### src/rtl/apb_slave_module_if.sv
// rtl/apb_slave_module_if.sv - APB bus bundle between a master and the matrix register-file slave
interface apb_slave_module_if #(
  parameter int ADDR_WIDTH = 32,
  parameter int BUS_WIDTH  = 64
);
  logic                   psel_i;
  logic                   penable_i;
  logic                   pwrite_i;
  logic [ADDR_WIDTH-1:0]  paddr_i;
  logic [BUS_WIDTH-1:0]   pwdata_i;
  logic [BUS_WIDTH/8-1:0] pstrb_i;
  logic                   pready_o;
  logic                   pslverr_o;
  logic [BUS_WIDTH-1:0]   prdata_o;

  modport master (
    output psel_i, penable_i, pwrite_i, paddr_i, pwdata_i, pstrb_i,
    input  pready_o, pslverr_o, prdata_o
  );

  modport slave (
    input  psel_i, penable_i, pwrite_i, paddr_i, pwdata_i, pstrb_i,
    output pready_o, pslverr_o, prdata_o
  );
endinterface

### src/rtl/apb_slave_module.sv
// rtl/apb_slave_module.sv - APB slave fronting the matrix register file, with busy stall and timeout
module apb_slave_module #(
  parameter int DATA_WIDTH     = 32,
  parameter int BUS_WIDTH      = 64,
  parameter int ADDR_WIDTH     = 32,
  parameter int TIMEOUT_CYCLES = 255
) (
  input  logic                               clk_i,
  input  logic                               rst_i,
  apb_slave_module_if.slave                  apb,
  input  logic                               busy_i,
  input  logic [BUS_WIDTH-1:0]               rf_data_i,
  output logic [ADDR_WIDTH-1:0]              address_o,
  output logic [BUS_WIDTH-1:0]               data_o,
  output logic [BUS_WIDTH/DATA_WIDTH-1:0]    strobe_o,
  output logic                               write_enable_o,
  output logic                               start_bit_o
);
  localparam int MAX_DIM        = BUS_WIDTH / DATA_WIDTH;
  localparam int BYTES_PER_ELEM = DATA_WIDTH / 8;
  localparam int STRB_W         = BUS_WIDTH / 8;
  localparam int CNT_W          = $clog2(TIMEOUT_CYCLES + 2);

  typedef enum logic [1:0] {IDLE, ACCESS, DONE} state_e;

  state_e                 state_q, state_d;
  logic [ADDR_WIDTH-1:0]  addr_q, addr_d;
  logic [BUS_WIDTH-1:0]   data_q, data_d;
  logic [STRB_W-1:0]      strb_q, strb_d;
  logic                   write_q, write_d;
  logic                   err_q, err_d;
  logic [CNT_W-1:0]       stall_q, stall_d;
  logic [BUS_WIDTH-1:0]   prdata_q, prdata_d;

  logic [MAX_DIM-1:0]     elem_strb;
  logic                   partial;
  logic [4:0]             offset;
  logic                   is_rw, is_ro, legal;
  logic                   we, start;

  // An element is written only when every one of its bytes is strobed.
  always_comb begin
    elem_strb = '0;
    partial   = 1'b0;
    for (int k = 0; k < MAX_DIM; k++) begin
      elem_strb[k] = &strb_q[k*BYTES_PER_ELEM +: BYTES_PER_ELEM];
      partial      = partial | ((|strb_q[k*BYTES_PER_ELEM +: BYTES_PER_ELEM]) & ~elem_strb[k]);
    end
  end

  assign offset = addr_q[4:0];
  assign is_rw  = (offset == 5'h00) || (offset == 5'h04) || (offset == 5'h0C);
  assign is_ro  = (offset == 5'h08) || (offset == 5'h10);
  assign legal  = write_q ? (is_rw && !partial) : (is_rw || is_ro);

  always_comb begin
    state_d  = state_q;
    addr_d   = addr_q;
    data_d   = data_q;
    strb_d   = strb_q;
    write_d  = write_q;
    err_d    = err_q;
    stall_d  = stall_q;
    prdata_d = prdata_q;
    we       = 1'b0;
    start    = 1'b0;
    unique case (state_q)
      IDLE: begin
        if (apb.psel_i && !apb.penable_i) begin
          addr_d  = apb.paddr_i;
          data_d  = apb.pwdata_i;
          strb_d  = apb.pstrb_i;
          write_d = apb.pwrite_i;
          stall_d = '0;
          state_d = ACCESS;
        end
      end
      ACCESS: begin
        if (!apb.psel_i || !apb.penable_i) begin
          state_d = IDLE;
        end else if (!legal) begin
          err_d   = 1'b1;
          state_d = DONE;
        end else if (!write_q) begin
          prdata_d = rf_data_i;
          err_d    = 1'b0;
          state_d  = DONE;
        end else if (busy_i) begin
          // Counter stops at the limit, so it can never wrap.
          if (stall_q == CNT_W'(TIMEOUT_CYCLES)) begin
            err_d   = 1'b1;
            state_d = DONE;
          end else begin
            stall_d = stall_q + CNT_W'(1);
          end
        end else begin
          we      = 1'b1;
          start   = (offset == 5'h00) && data_q[0];
          err_d   = 1'b0;
          state_d = DONE;
        end
      end
      DONE: begin
        err_d   = 1'b0;
        state_d = IDLE;
      end
      default: state_d = IDLE;
    endcase
  end

  always_ff @(posedge clk_i) begin
    if (rst_i) begin
      state_q  <= IDLE;
      addr_q   <= '0;
      data_q   <= '0;
      strb_q   <= '0;
      write_q  <= 1'b0;
      err_q    <= 1'b0;
      stall_q  <= '0;
      prdata_q <= '0;
    end else begin
      state_q  <= state_d;
      addr_q   <= addr_d;
      data_q   <= data_d;
      strb_q   <= strb_d;
      write_q  <= write_d;
      err_q    <= err_d;
      stall_q  <= stall_d;
      prdata_q <= prdata_d;
    end
  end

  // Reset blanks every output in the same cycle, ahead of any in-flight transfer.
  assign apb.pready_o   = !rst_i && (state_q == DONE);
  assign apb.pslverr_o  = !rst_i && (state_q == DONE) && err_q;
  assign apb.prdata_o   = (rst_i || ((state_q == DONE) && err_q)) ? '0 : prdata_q;
  assign address_o      = rst_i ? '0 : addr_q;
  assign data_o         = rst_i ? '0 : data_q;
  assign write_enable_o = !rst_i && we;
  assign strobe_o       = (!rst_i && we) ? elem_strb : '0;
  assign start_bit_o    = !rst_i && start;
endmodule
### src/flat_wrapper.sv
// flat-port wrapper written by rule: the top's interface ports become plain ports
module apb_slave_module_flat 
#(
  parameter int DATA_WIDTH     = 32,
  parameter int BUS_WIDTH      = 64,
  parameter int ADDR_WIDTH     = 32,
  parameter int TIMEOUT_CYCLES = 255
)
  (clk_i, rst_i, busy_i, rf_data_i, address_o, data_o, strobe_o, write_enable_o, start_bit_o, apb_psel_i, apb_penable_i, apb_pwrite_i, apb_paddr_i, apb_pwdata_i, apb_pstrb_i, apb_pready_o, apb_pslverr_o, apb_prdata_o);
  apb_slave_module_if #(.ADDR_WIDTH(ADDR_WIDTH), .BUS_WIDTH(BUS_WIDTH)) apb_i ();
  input  logic clk_i;
  input  logic rst_i;
  input  logic busy_i;
  input  logic [BUS_WIDTH-1:0] rf_data_i;
  output logic [ADDR_WIDTH-1:0] address_o;
  output logic [BUS_WIDTH-1:0] data_o;
  output logic [BUS_WIDTH/DATA_WIDTH-1:0] strobe_o;
  output logic write_enable_o;
  output logic start_bit_o;
  input wire logic [$bits(apb_i.psel_i)-1:0] apb_psel_i;
  input wire logic [$bits(apb_i.penable_i)-1:0] apb_penable_i;
  input wire logic [$bits(apb_i.pwrite_i)-1:0] apb_pwrite_i;
  input wire logic [$bits(apb_i.paddr_i)-1:0] apb_paddr_i;
  input wire logic [$bits(apb_i.pwdata_i)-1:0] apb_pwdata_i;
  input wire logic [$bits(apb_i.pstrb_i)-1:0] apb_pstrb_i;
  output wire logic [$bits(apb_i.pready_o)-1:0] apb_pready_o;
  output wire logic [$bits(apb_i.pslverr_o)-1:0] apb_pslverr_o;
  output wire logic [$bits(apb_i.prdata_o)-1:0] apb_prdata_o;
  assign apb_i.psel_i = apb_psel_i;
  assign apb_i.penable_i = apb_penable_i;
  assign apb_i.pwrite_i = apb_pwrite_i;
  assign apb_i.paddr_i = apb_paddr_i;
  assign apb_i.pwdata_i = apb_pwdata_i;
  assign apb_i.pstrb_i = apb_pstrb_i;
  assign apb_pready_o = apb_i.pready_o;
  assign apb_pslverr_o = apb_i.pslverr_o;
  assign apb_prdata_o = apb_i.prdata_o;
  apb_slave_module #(.DATA_WIDTH(DATA_WIDTH), .BUS_WIDTH(BUS_WIDTH), .ADDR_WIDTH(ADDR_WIDTH), .TIMEOUT_CYCLES(TIMEOUT_CYCLES)) u_core (.clk_i(clk_i), .rst_i(rst_i), .apb(apb_i), .busy_i(busy_i), .rf_data_i(rf_data_i), .address_o(address_o), .data_o(data_o), .strobe_o(strobe_o), .write_enable_o(write_enable_o), .start_bit_o(start_bit_o));
endmodule
### config.mk
export PLATFORM = sky130hd
export DESIGN_NAME = apb_slave_module_flat
export DESIGN_NICKNAME = d
export VERILOG_FILES = /design/src/rtl/apb_slave_module_if.sv /design/src/rtl/apb_slave_module.sv /design/src/flat_wrapper.sv
export SDC_FILE = /design/constraint.sdc
export NUM_CORES = 1
export LEC_CHECK = 0
export CORE_UTILIZATION = 38
export CTS_CLUSTER_DIAMETER = 100
export DETAILED_ROUTE_END_ITERATION = 12
export HOLD_SLACK_MARGIN = 0.06
export PLACE_DENSITY = 0.77
export SETUP_SLACK_MARGIN = 0.3
export SLEW_MARGIN = 5
export SYNTH_ARGS = -nofsm -noshare
export SYNTH_HDL_FRONTEND = slang
export SYNTH_SLANG_ARGS = --single-unit
### constraint.sdc
create_clock -name clk_i -period 2.25 [get_ports clk_i]
set_input_delay 0.675 -clock clk_i [delete_from_list [all_inputs] [get_ports clk_i]]
set_output_delay 0.675 -clock clk_i [all_outputs]
set_load 0.02 [all_outputs]
==> flow_metrics.tcl <==
set metrics [dict create \
    met1_length_um 12100 \
    rsz0062_at_grt "yes" \
    core-area_um2 19700 \
    setup_ws_ps -399 \
    path_clk_slew_ps 70 \
    drive_gt1_frac 0.402 \
    dp_hpwl_um 17400 \
    synth_seq_cells 181 \
    clock_path_buffers 2 \
    period_needed_ps 2650 \
    htreeDepth 4 \
    ys_seq_area_frac 0.472 \
    wl_met2_um 17000 \
    io_buffers 339 \
    cts_root_buffer "clkbuf_16" \
    hold_path_depth 2 \
    crit_fanout 6 \
    top_layer_used "met4" \
    violations "setup timing" \
    drtAntennaViolNets 0 \
    worst_slew_pin_slew_ps 499 \
    ioPinCount 340 \
    synth_top_area_frac 0.472 \
    setup_viol 95 \
    drc 0 \
    fin_nets 1690 \
    dr.pass1.iters 5 \
    post-route-util 0.800 \
    numClockSinks 181 \
    synthTopCellsByArea "dfxtp_1, nand2_1, a21oi_1" \
    ys.flop_type "dfxtp_1" \
    min_path_type "reg -> reg" \
    rr_endpoint "u_core.stall_q[2]" \
    outcome "complete, but fails checks" \
    dieArea_um2 20800 \
    p_sw_uw 2130 \
    fin_tns_setup_ps -20470 \
    die_y_um 144 \
    routed_via_density 5.11 \
    gp_congestion 0.847 \
    intPower_uw 5980 \
    grt_remaining_overflow 0 \
    yosysWarnings 0 \
    syn_avg_cell_area_um2 7.48 \
    pwr-share-comb 0.213 \
    rrSetupSlack_ps 190 \
    vias 9136 \
    wl_per_cell_um 18.4 \
    synth_nets 1205 \
    rr_startpoint "u_core.state_q[0]" \
    slew_violations 0 \
    start_kind "flop" \
    multi_input_area_um2 4890 \
    track_usage 0.282 \
    drt_iter0_drc 392 \
    maxCapViolCount 0 \
    grt_first_pass_wirelength_um 45100 \
    seq_area_um2 3630 \
    initial_utilization 0.390 \
    p_leak_uw 0.00618 \
    cts_tree "done" \
    clock-skew-final_ps 6.71 \
    period_share 1.18 \
    yosysMostFrequentCell "nand2_1" \
    hold_end "u_core.data_q[21]" \
    reg2reg_depth 10 \
    holdWs_ps 456 \
    peakVddDrop_v 0.000512 \
    post-synth-top-area-cell "dfxtp_1" \
    grt_max_degree 66 \
    synthTopCellsByCount "nand2_1, dfxtp_1, a21oi_1" \
    crit_type "reg -> out" \
    sw_frac_of_total 0.263 \
    fp.dieW_um 144 \
    slew_headroom 0.667 \
    dpl_worst_slack_ps -826 \
    hold_viol_final 0 \
    drt_wl_total_um 33000 \
    clkPwrFrac 0.370 \
    syn2layout_area_growth_pct 105 \
    cts_buffers 17 \
    syn-cell-area_um2 7670 \
    synthCells 1026 \
    synth_edf_count 0 \
    async_flop_share 0 \
    core.rowCount 51 \
    antenna_found_initial 1 \
    nFillCells 1100 \
    insertion_delay_ps 420 \
    synthDistinctLibCells 39 \
    end_kind "output port" \
    required_ps 1570 \
    wl_met3_um 2600 \
    critPathArrivalTime_ps 1970 \
    worstHoldStart "u_core.data_q[21]" \
    max_freq_mhz 377 \
    p_seq_frac 0.417 \
    power_density_nw_per_um2 516 \
    grt_pass1_vias 8896 \
]
==> cell families (layout without fill, tap and decap cells) <==
| logic type | count (synthesis) | count (layout) | share of synthesized area |
|---|---|---|---|
| AO/OA/AOI/OAI | 197 | 197 | 0.134 |
| adder cells (fa/ha/maj) | 5 | 5 | 0.00816 |
| buffers and inverters | 82 | 577 | 0.0403 |
| flip-flops | 181 | 181 | 0.472 |
| multiplexers | 2 | 2 | 0.00261 |
| other | 0 | 1 | 0 |
| AND/OR/NAND/NOR | 559 | 559 | 0.342 |
==> registers in the layout, indices dropped and copies added, names as in the netlist <==
register,count
u_core.addr_q,32
u_core.stall_q,9
u_core.write_q,1
u_core.err_q,1
u_core.prdata_q,64
u_core.state_q,2
u_core.strb_q,8
u_core.data_q,64
==> timing repair <==
item,CTS,global route
pin swaps,37,37
setup buffers,70,31
cloned,19,3
gates resized for setup,1162,106
setup endpoints to repair,174,235
hold buffers,0,0
==> final cells by class <==
cell class,instances,share of cell area
sequential,181,0.231
antenna,1,0.000159
clock inverter,11,0.00828
tap,265,0.0211
multi-input combinational,763,0.311
clock buffer,18,0.0279
timing repair buffer,541,0.399
inverter,7,0.00167
==> layer usage <==
layer,up-vias,global-route usage
met5,-,0
met2,378,0.498
met3,78,0.0861
met4,0,0.161
li1,4284,-
met1,4396,0.297
==> critical path, cell delays in order (launching register included) <==
cell and delay, ps:
dfxtp_2 340, inv_2 50, ha_4 170, a21oi_4 160
buf_6 130, buf_12 130, buf_12 110, buf_16 110
buf_12 110, and2_4 130, buf_6 110
==> cell usage in the layout (no fill, tap or decap), types with 3 or more instances in the layout <==
cell / instances
nand2_1: 343
inv_1: 5
buf_8: 16
or3_4: 3
dfxtp_2: 8
nand4_1: 5
nor2b_1: 3
nand3_1: 5
clkbuf_16: 19
clkinvlp_4: 4
and2_4: 65
a21oi_2: 6
nor2_1: 3
dfxtp_1: 173
buf_6: 207
nor2b_4: 96
buf_4: 93
nor2_4: 4
clkdlybuf4s50_1: 169
buf_16: 22
buf_12: 26
a21oi_1: 169
or4_4: 4
bufbuf_16: 3
o21ai_0: 3
ha_4: 4
==> power by group through the flow <==
stage | Clock, µW | Combinational [µW] | Sequential [µW]
after detailed placement | 0 | 1200 | 3440
final | 3000 | 1720 | 3380
after global placement | 0 | 1180 | 3440
after global routing | 3170 | 1820 | 3390
after floorplan | 0 | 565 | 3430
after CTS | 3010 | 1550 | 3370
==> through the flow <==
stage / power [µW] / std cells / area, µm²
after CTS: 7940 / 1752 / 15000
final: 8110 / 1787 / 15700
after global routing: 8380 / 1787 / 15700
after global placement: 4620 / 1634 / 12600
after floorplan: 4000 / 1026 / 8410
after detailed placement: 4640 / 1634 / 12600
==> worst max-delay path by stage <==
stage | endpoint | slack (ps) | startpoint | cells past startpoint
final | apb_prdata_o[15] | -400 | u_core.state_q[0] | 10
after global routing | apb_prdata_o[15] | -450 | u_core.state_q[0] | 10
after CTS | start_bit_o | -390 | u_core.strb_q[0] | 5
after detailed placement | start_bit_o | -830 | apb_psel_i | 6
after global placement | strobe_o[1] | -810 | apb_psel_i | 6
after floorplan | start_bit_o | -1 | rst_i | 5
No activity file was read; power rests on OpenSTA's default activity.
